## src/rtl/rom_loader.sv

```systemverilog
// Framed byte-stream loader for the ROM programming port (edit/unit/code/send).
// Frame: A5, length N (0 = 256), N code bytes, checksum (sum of code bytes mod 256).
module rom_loader #(
   parameter logic [7:0] BASE         = 8'h00,
   parameter int         SETUP_CYCLES = 2,
   parameter int         SEND_CYCLES  = 4,
   parameter int         CLR_CYCLES   = 8
) (
   input  logic       clk,
   input  logic       rst,
   input  logic [7:0] in_data,
   input  logic       in_valid,
   output logic       in_ready,
   input  logic       abort,
   output logic       edit,
   output logic [7:0] unit,
   output logic [7:0] code,
   output logic       send,
   output logic       rstROM,
   output logic       busy,
   output logic       done,
   output logic       err
);

   localparam logic [2:0] S_IDLE  = 3'd0;
   localparam logic [2:0] S_LEN   = 3'd1;
   localparam logic [2:0] S_CLEAR = 3'd2;
   localparam logic [2:0] S_DATA  = 3'd3;
   localparam logic [2:0] S_SETUP = 3'd4;
   localparam logic [2:0] S_SEND  = 3'd5;
   localparam logic [2:0] S_HOLD  = 3'd6;
   localparam logic [2:0] S_CHECK = 3'd7;

   localparam int TW = 16;
   // Timers count down from (cycles-1) and exit on the edge where they read zero.
   localparam logic [TW-1:0] SETUP_LD = TW'((SETUP_CYCLES > 0) ? SETUP_CYCLES - 1 : 0);
   localparam logic [TW-1:0] SEND_LD  = TW'((SEND_CYCLES  > 0) ? SEND_CYCLES  - 1 : 0);
   localparam logic [TW-1:0] CLR_LD   = TW'((CLR_CYCLES   > 0) ? CLR_CYCLES   - 1 : 0);

   logic [2:0]    state_q, state_d;
   logic [TW-1:0] timer_q, timer_d;
   logic [8:0]    cnt_q, cnt_d;
   logic [7:0]    unit_q, unit_d;
   logic [7:0]    code_q, code_d;
   logic [7:0]    sum_q, sum_d;
   logic          done_q, done_d;
   logic          err_q, err_d;
   logic          edit_q, edit_d;
   logic          send_q, send_d;
   logic          rstrom_q, rstrom_d;
   logic          busy_q, busy_d;
   logic          ready_en_q;
   logic          xfer;
   logic          finish_write;

   assign in_ready = ready_en_q &&
                     (state_q == S_IDLE || state_q == S_LEN ||
                      state_q == S_DATA || state_q == S_CHECK);
   assign xfer = in_valid && in_ready;

   always_comb begin
      state_d      = state_q;
      timer_d      = timer_q;
      cnt_d        = cnt_q;
      unit_d       = unit_q;
      code_d       = code_q;
      sum_d        = sum_q;
      err_d        = err_q;
      done_d       = 1'b0;
      finish_write = 1'b0;

      if (abort) begin
         state_d = S_IDLE;
      end else begin
         case (state_q)
            S_IDLE: begin
               if (xfer && in_data == 8'hA5) begin
                  err_d   = 1'b0;
                  sum_d   = 8'h00;
                  state_d = S_LEN;
               end
            end
            S_LEN: begin
               if (xfer) begin
                  cnt_d  = (in_data == 8'h00) ? 9'd256 : {1'b0, in_data};
                  unit_d = BASE;
                  if (CLR_CYCLES > 0) begin
                     state_d = S_CLEAR;
                     timer_d = CLR_LD;
                  end else begin
                     state_d = S_DATA;
                  end
               end
            end
            S_CLEAR: begin
               if (timer_q == '0) state_d = S_DATA;
               else               timer_d = timer_q - TW'(1);
            end
            S_DATA: begin
               if (xfer) begin
                  code_d = in_data;
                  sum_d  = sum_q + in_data;
                  if (SETUP_CYCLES > 0) begin
                     state_d = S_SETUP;
                     timer_d = SETUP_LD;
                  end else begin
                     state_d = S_SEND;
                     timer_d = SEND_LD;
                  end
               end
            end
            S_SETUP: begin
               if (timer_q == '0) begin
                  state_d = S_SEND;
                  timer_d = SEND_LD;
               end else begin
                  timer_d = timer_q - TW'(1);
               end
            end
            S_SEND: begin
               if (timer_q == '0) begin
                  if (SETUP_CYCLES > 0) begin
                     state_d = S_HOLD;
                     timer_d = SETUP_LD;
                  end else begin
                     finish_write = 1'b1;
                  end
               end else begin
                  timer_d = timer_q - TW'(1);
               end
            end
            S_HOLD: begin
               if (timer_q == '0) finish_write = 1'b1;
               else               timer_d = timer_q - TW'(1);
            end
            S_CHECK: begin
               if (xfer) begin
                  if (in_data == sum_q) done_d = 1'b1;
                  else                  err_d  = 1'b1;
                  state_d = S_IDLE;
               end
            end
            default: state_d = S_IDLE;
         endcase

         // Address advances only after the hold window, so unit never moves under send.
         if (finish_write) begin
            unit_d  = unit_q + 8'd1;
            cnt_d   = cnt_q - 9'd1;
            state_d = (cnt_q == 9'd1) ? S_CHECK : S_DATA;
         end
      end

      edit_d   = (state_d != S_IDLE) && (state_d != S_LEN);
      send_d   = (state_d == S_SEND);
      rstrom_d = (state_d == S_CLEAR);
      busy_d   = (state_d != S_IDLE);
   end

   always_ff @(posedge clk or negedge rst) begin
      if (!rst) begin
         state_q    <= S_IDLE;
         timer_q    <= '0;
         cnt_q      <= '0;
         unit_q     <= BASE;
         code_q     <= 8'h00;
         sum_q      <= 8'h00;
         done_q     <= 1'b0;
         err_q      <= 1'b0;
         edit_q     <= 1'b0;
         send_q     <= 1'b0;
         rstrom_q   <= 1'b0;
         busy_q     <= 1'b0;
         ready_en_q <= 1'b0;
      end else begin
         state_q    <= state_d;
         timer_q    <= timer_d;
         cnt_q      <= cnt_d;
         unit_q     <= unit_d;
         code_q     <= code_d;
         sum_q      <= sum_d;
         done_q     <= done_d;
         err_q      <= err_d;
         edit_q     <= edit_d;
         send_q     <= send_d;
         rstrom_q   <= rstrom_d;
         busy_q     <= busy_d;
         ready_en_q <= 1'b1;
      end
   end

   assign edit   = edit_q;
   assign unit   = unit_q;
   assign code   = code_q;
   assign send   = send_q;
   assign rstROM = rstrom_q;
   assign busy   = busy_q;
   assign done   = done_q;
   assign err    = err_q;

endmodule

```

## config.mk

```make
export PLATFORM = sky130hd
export DESIGN_NAME = rom_loader
export DESIGN_NICKNAME = d
export VERILOG_FILES = /design/src/rtl/rom_loader.sv
export SDC_FILE = /design/constraint.sdc
export NUM_CORES = 1
export LEC_CHECK = 0
export CORE_MARGIN = 1
export CORE_UTILIZATION = 55
export CTS_CLUSTER_SIZE = 16
export DETAILED_ROUTE_END_ITERATION = 10
export PLACE_DENSITY = 0.78
export REMOVE_ABC_BUFFERS = 1
export SLEW_MARGIN = 5
export SYNTH_ARGS = -nofsm -noshare
export SYNTH_HDL_FRONTEND = slang
export SYNTH_SLANG_ARGS = --single-unit
```

## constraint.sdc

```tcl
create_clock -name clk -period 3.1 [get_ports clk]
set_input_delay 0.93 -clock clk [delete_from_list [all_inputs] [get_ports clk]]
set_output_delay 0.93 -clock clk [all_outputs]
set_load 0.02 [all_outputs]
```

# Yosys cells after proc, flatten, opt, wreduce, memory -nomap -nowiden
# Index checks and enable logic that the tools add are counted.
[op_classes]
addsub = 4
eq_ne = 19
muxes = 38
n_bitwise = 1
reduce_logical = 22
[ops]
columns = ["cell", "count"]
rows = [
  ["$mux 16", 5],
  ["$pmux 16 s5", 1],
  ["$mux 8", 5],
  ["$mux 9", 4],
  ["$mux 3", 10],
  ["$pmux 3 s7", 1],
  ["$logic_not 16->1", 1],
  ["$pmux 8 s2", 1],
  ["$sub 16x1->16 const B", 1],
  ["$eq 3x3->1 const B", 5],
  ["$mux 1", 10],
  ["$ne 2x2->1 const B", 5],
  ["$reduce_and 5->1", 2],
  ["$eq 3x2->1 const B", 3],
  ["$eq 9x1->1 const B", 1],
  ["$sub 9x1->9 const B", 1],
  ["$add 8x1->8 const B", 1],
  ["$add 8x8->8", 1],
  ["$eq 8x8->1", 1],
  ["$eq 8x8->1 const B", 1],
  ["$logic_not 8->1", 1],
  ["$reduce_bool 2->1", 4],
  ["$reduce_and 3->1", 2],
  ["$reduce_bool 5->1", 1],
  ["other kinds (11)", 16],
]
[totals]
ff_bits = 59
input_bits = 12
out_inout_bits = 23
elab_cells = 97

# Longest topological paths before layout
[depth]
word_depth = 13
mapped_depth = 10
mapped_depth_nobuf = 9

# Worst setup path before layout
# OpenSTA, ideal clock, no wires.
[synth_path]
kind = "input to register"
from = "input in_data[1]"
to = "register sum_q[6]"
setup_ns = 0.121
arrival_ns = 2.607
required_time_ns = 2.979
path_slack_ns = 0.372
cell_stages = 5
n_path_buf = 1
cell_sequence = "or4_1 > or4_1 > a21o_1 > clkbuf_1 > a22o_1"
[synth_between]
elab_chain_len = 4
elab_cells_between_ends = 7
cone_classes = "add/sub: 1; eq/ne: 2; mux: 2; reduce/logical: 2"
[synth_lines]
columns = ["item", "line", "source"]
rows = [
  ["from (decl)", "11", "input logic [7:0] in_data,"],
  ["parallel branches: the longest is 4 deep, another holds $add 8x8->8", "--", ""],
  ["to (signal assigned)", "181", "sum_q <= sum_d;"],
  ["to (decl)", "45", "logic [7:0] sum_q, sum_d;"],
]
# Parallel ways; which one is timed is not known. The select of a mux whose other input is x is not followed.
# A chain may end at the register's enable or synchronous reset.

# Worst setup path in the final report
[layout_path]
from = "input in_data[3]"
to = "register sum_q[7]"
# Same word-level chain as after synthesis.

==> impl_summary.log <==
[metrics] run status: completed
[metrics] depth of the CTS H-tree: 3
[metrics] DRT met1 WL: 3435 um
[metrics] Post-Route Skew: 0.01282 ns
[metrics] post-cts hold buffer count: 0
[metrics] CTS resizes: 0
[metrics] proportion of synthesized chip area in sequential cells: around 45%
[metrics] Post-synth EDFFs: 0
[metrics] via count: slightly below 3000
[metrics] Tcrit/Tclk final: 93.07%
[metrics] Detail Route met2 WL: around 3800 um
[metrics] instance count of the mapped netlist: between 300 and 400
[metrics] setup TNS after final layout: 0 ns
[metrics] Clk Latency, worst-skew pair: approximately 0.35 ns
[metrics] dpl cell area: 0.003825 mm^2
[metrics] total length of routed wires: 7890 um
[metrics] worst max-slew margin expressed relative to the limit: around half
[metrics] total power after layout: 0.001605 W
[metrics] FP Rows: 27
[metrics] Worst setup SP type: input pin
[metrics] clk root buf: sky130_fd_sc_hd__clkbuf_8
[metrics] Setup crit end kind: flip-flop
[metrics] metal3 WL: between 400 and 500 um
[metrics] post-synthesis average cell area: 9.206 um^2
[metrics] vias per cell: ~6.0
[metrics] global-route wire length before repair: roughly 13000 um
[metrics] DRC violation total after the first TritonRoute iteration: 190
[metrics] initial antenna violation count: 0
[metrics] count of pins over their slew limit: 0
[metrics] Die Footprint: around 0.0063 mm^2
[metrics] post-synthesis async set-or-reset flop share: 100.0%
[metrics] number of max-cap violations: 0
[metrics] pin count of the biggest net entering global routing: 30
[metrics] clock buffers created by TritonCTS: 9
[metrics] Worst Path Required: between 3 and 4 ns
[metrics] boundary pin count: 35
[metrics] number of buffers added on ports: 34
[metrics] critical-path maximum fanout: 11
[metrics] top layer reached by signal wires: met4
[metrics] shortest period the worst path allows: 2.885 ns
[metrics] final-report hold violation count: 0
[metrics] Nets: between 400 and 500
[metrics] number of synthesized register bits: 59
[metrics] area overhead of the layout relative to synthesis: 22.93%
[metrics] Clock Path Buffers: 2
[metrics] type of the most critical hold path: in2async
[metrics] remaining routing DRC violations: 0
[metrics] CTS tree: yes
[metrics] final antenna-violating net count: 0
[metrics] achievable clock frequency: roughly 350 MHz
[metrics] TritonRoute pass-1 iters: 4
[metrics] Core ar.: between 0.005 and 0.006 mm^2
[metrics] vias in the first global route: just under 3000
[metrics] primary flip-flop cell chosen by synthesis mapping: sky130_fd_sc_hd__dfrtp_1
[metrics] GRT Overall Usage: around 28%
[metrics] minimum setup slack among reg-to-reg paths: 0.30 ns
[metrics] die span in y: just under 80 um
[metrics] Setup Buffers After CTS: 0
[metrics] final global-route overflow total: 0
[metrics] number of diodes: 0
[metrics] effective utilization at floorplan: between 50% and 60%
[metrics] post-synthesis cell area: about 0.0033 mm^2
[metrics] DR WL/cell: about 16 um
[metrics] Detail Placement HPWL: roughly 5700 um
[metrics] worst supply voltage drop on vdd: approximately 0.27 mV
[metrics] power per standard cell area: roughly 400 mW/mm^2
[metrics] final setup fails: 0
[metrics] Crit Path Category: in2reg
[metrics] Synthesis Warnings: 0
[metrics] LEAKAGE: approximately 1.8 nW
[metrics] hold_ws: ~0.41 ns
[metrics] CTS sink cnt: 59
[metrics] data arrival time of the worst path: about 3.1 ns
[metrics] setup repair after global routing missed its margin: no
[metrics] area of all placed cells without fillers: 0.004018 mm^2
[metrics] minimum setup slack in the final design: ~0.21 ns
[metrics] post-placement worst setup slack: -0.1110 ns
[metrics] x dimension of the die: around 79 um
[metrics] final estimated routing congestion in global placement: roughly 0.87
[metrics] layout cell share with drive strength beyond 1: roughly 14%
[metrics] pin slew with the least headroom to its limit: around 0.77 ns
[metrics] distinct cell type count after synthesis: 54
[metrics] post-CTS clock slew at the launch and capture registers of the worst setup and hold paths: approximately 0.070 ns
[layout make-up]
type / instances / area (um^2)
Tap cell: 72 / 90.09
Inverter: 12 / 45.04
Timing Repair Buffer: 57 / 520.5
Sequential cell: 59 / 1476
Multi-Input combinational cell: 271 / 1693
Clock buffer: 11 / 141.4
Fill cell: 443 / 1590
Clock inverter: 4 / 51.30
[power breakdown]
part	internal (W)	switching (W)	leakage (nW)
Sequential	0.000777	0.00000822	0.804
Clock	0.000388	0.000312	0.0954
Combinational	0.0000478	0.0000714	0.943
[synth_stat cells (2+ instances only)]
master                      number  area, um^2
sky130_fd_sc_hd__ha_1           11       137.6
sky130_fd_sc_hd__a22o_1          5       43.79
sky130_fd_sc_hd__nor4_1          6       37.54
sky130_fd_sc_hd__a31oi_1        17       106.4
sky130_fd_sc_hd__o22a_1          3       26.28
sky130_fd_sc_hd__and3_1          4       25.02
sky130_fd_sc_hd__or4_1           4       30.03
sky130_fd_sc_hd__o211ai_1        6       45.04
sky130_fd_sc_hd__mux2_2          8       90.09
sky130_fd_sc_hd__o41ai_1         2       17.52
sky130_fd_sc_hd__o21ai_0        16       80.08
sky130_fd_sc_hd__nor3_1         12       60.06
sky130_fd_sc_hd__o31ai_1         3       22.52
sky130_fd_sc_hd__buf_2           3       15.01
sky130_fd_sc_hd__o21ai_1         2       10.01
sky130_fd_sc_hd__nand4_1         3       18.77
sky130_fd_sc_hd__nor2b_1         4       25.02
sky130_fd_sc_hd__a21o_1          3       22.52
sky130_fd_sc_hd__xor2_1         11       96.34
sky130_fd_sc_hd__or3_1           3       18.77
sky130_fd_sc_hd__inv_1          12       45.04
sky130_fd_sc_hd__o2111ai_1       2       17.52
sky130_fd_sc_hd__a21oi_1        18       90.09
sky130_fd_sc_hd__dfrtp_1        59        1476
sky130_fd_sc_hd__or2_2           6       37.54
sky130_fd_sc_hd__nand2_1        36       135.1
sky130_fd_sc_hd__nand3_1        10       50.05
sky130_fd_sc_hd__o22ai_1         2       12.51
sky130_fd_sc_hd__nor2_1         45       168.9
sky130_fd_sc_hd__clkbuf_1        9       33.78
sky130_fd_sc_hd__nand2b_1        5       31.28
sky130_fd_sc_hd__xnor2_1         3       26.28
[layout by cell type (no fill, tap or decap), drive strengths merged, types with 12 or more instances in the layout]
master         Yosys  final
a21oi             18     18
a31oi             17     17
buf                4     24
clkdlybuf4s50      0     33
dfrtp             59     59
inv               12     12
nand2             36     36
nor2              46     46
nor3              12     12
o21ai             18     18
[logic make-up after synthesis]
family	after synthesis	share of synthesized area, %
other	1	0.1147
buffers and inverters	25	3.216
xor gates and xnor gates	14	3.752
muxes	8	2.757
adders and majority gates	12	4.824
DFF	59	45.18
and+or+nand+nor	146	22.17
AOI/OAI and AO/OA	90	17.99
[per-layer routing]
layer	GRT usage [%]	vias up
met5	0	-
met4	12.00	0
met3	7.586	19
met2	43.88	100
met1	37.31	1411
li1	-	1404
[stage by stage]
| stage | utilization, % | cells |
|---|---|---|
| 5_1_grt | 71.64 | 486 |
| 3_3_place_gp | 68.21 | 471 |
| 6_report | 71.64 | 486 |
| 4_1_cts | 71.64 | 486 |
| 3_5_place_dp | 68.21 | 471 |
| 2_1_floorplan | - | 342 |
[flip-flops by register name (all words and copies together), names as in the netlist]
name and cells:
timer_q 16, cnt_q 9, code 8, sum_q 8
unit 8, state_q 3, busy 1, done 1
edit 1, err 1, ready_en_q 1, rstROM 1
send 1
[worst paths after layout]
| path | cells after the start | endpoint | start |
|---|---|---|---|
| worst min-delay path | 1 | timer_q[12] | rst |
| max in group asynchronous | 2 | unit[1] | rst |
| min in group clk | 2 | sum_q[2] | sum_q[2] |
| worst min register to register | 2 | sum_q[2] | sum_q[2] |
| worst max register to register | 6 | rstROM | timer_q[3] |
| worst max-delay path | 6 | sum_q[7] | in_data[3] |
[worst max-delay path: stages]
cell,delay (ns)
sky130_fd_sc_hd__clkdlybuf4s50_1,0.43
sky130_fd_sc_hd__or4_1,0.56
sky130_fd_sc_hd__or4_1,0.59
sky130_fd_sc_hd__a21o_1,0.30
sky130_fd_sc_hd__a21oi_1,0.19
sky130_fd_sc_hd__o22ai_1,0.11
Power figures use the tool's default switching activity.
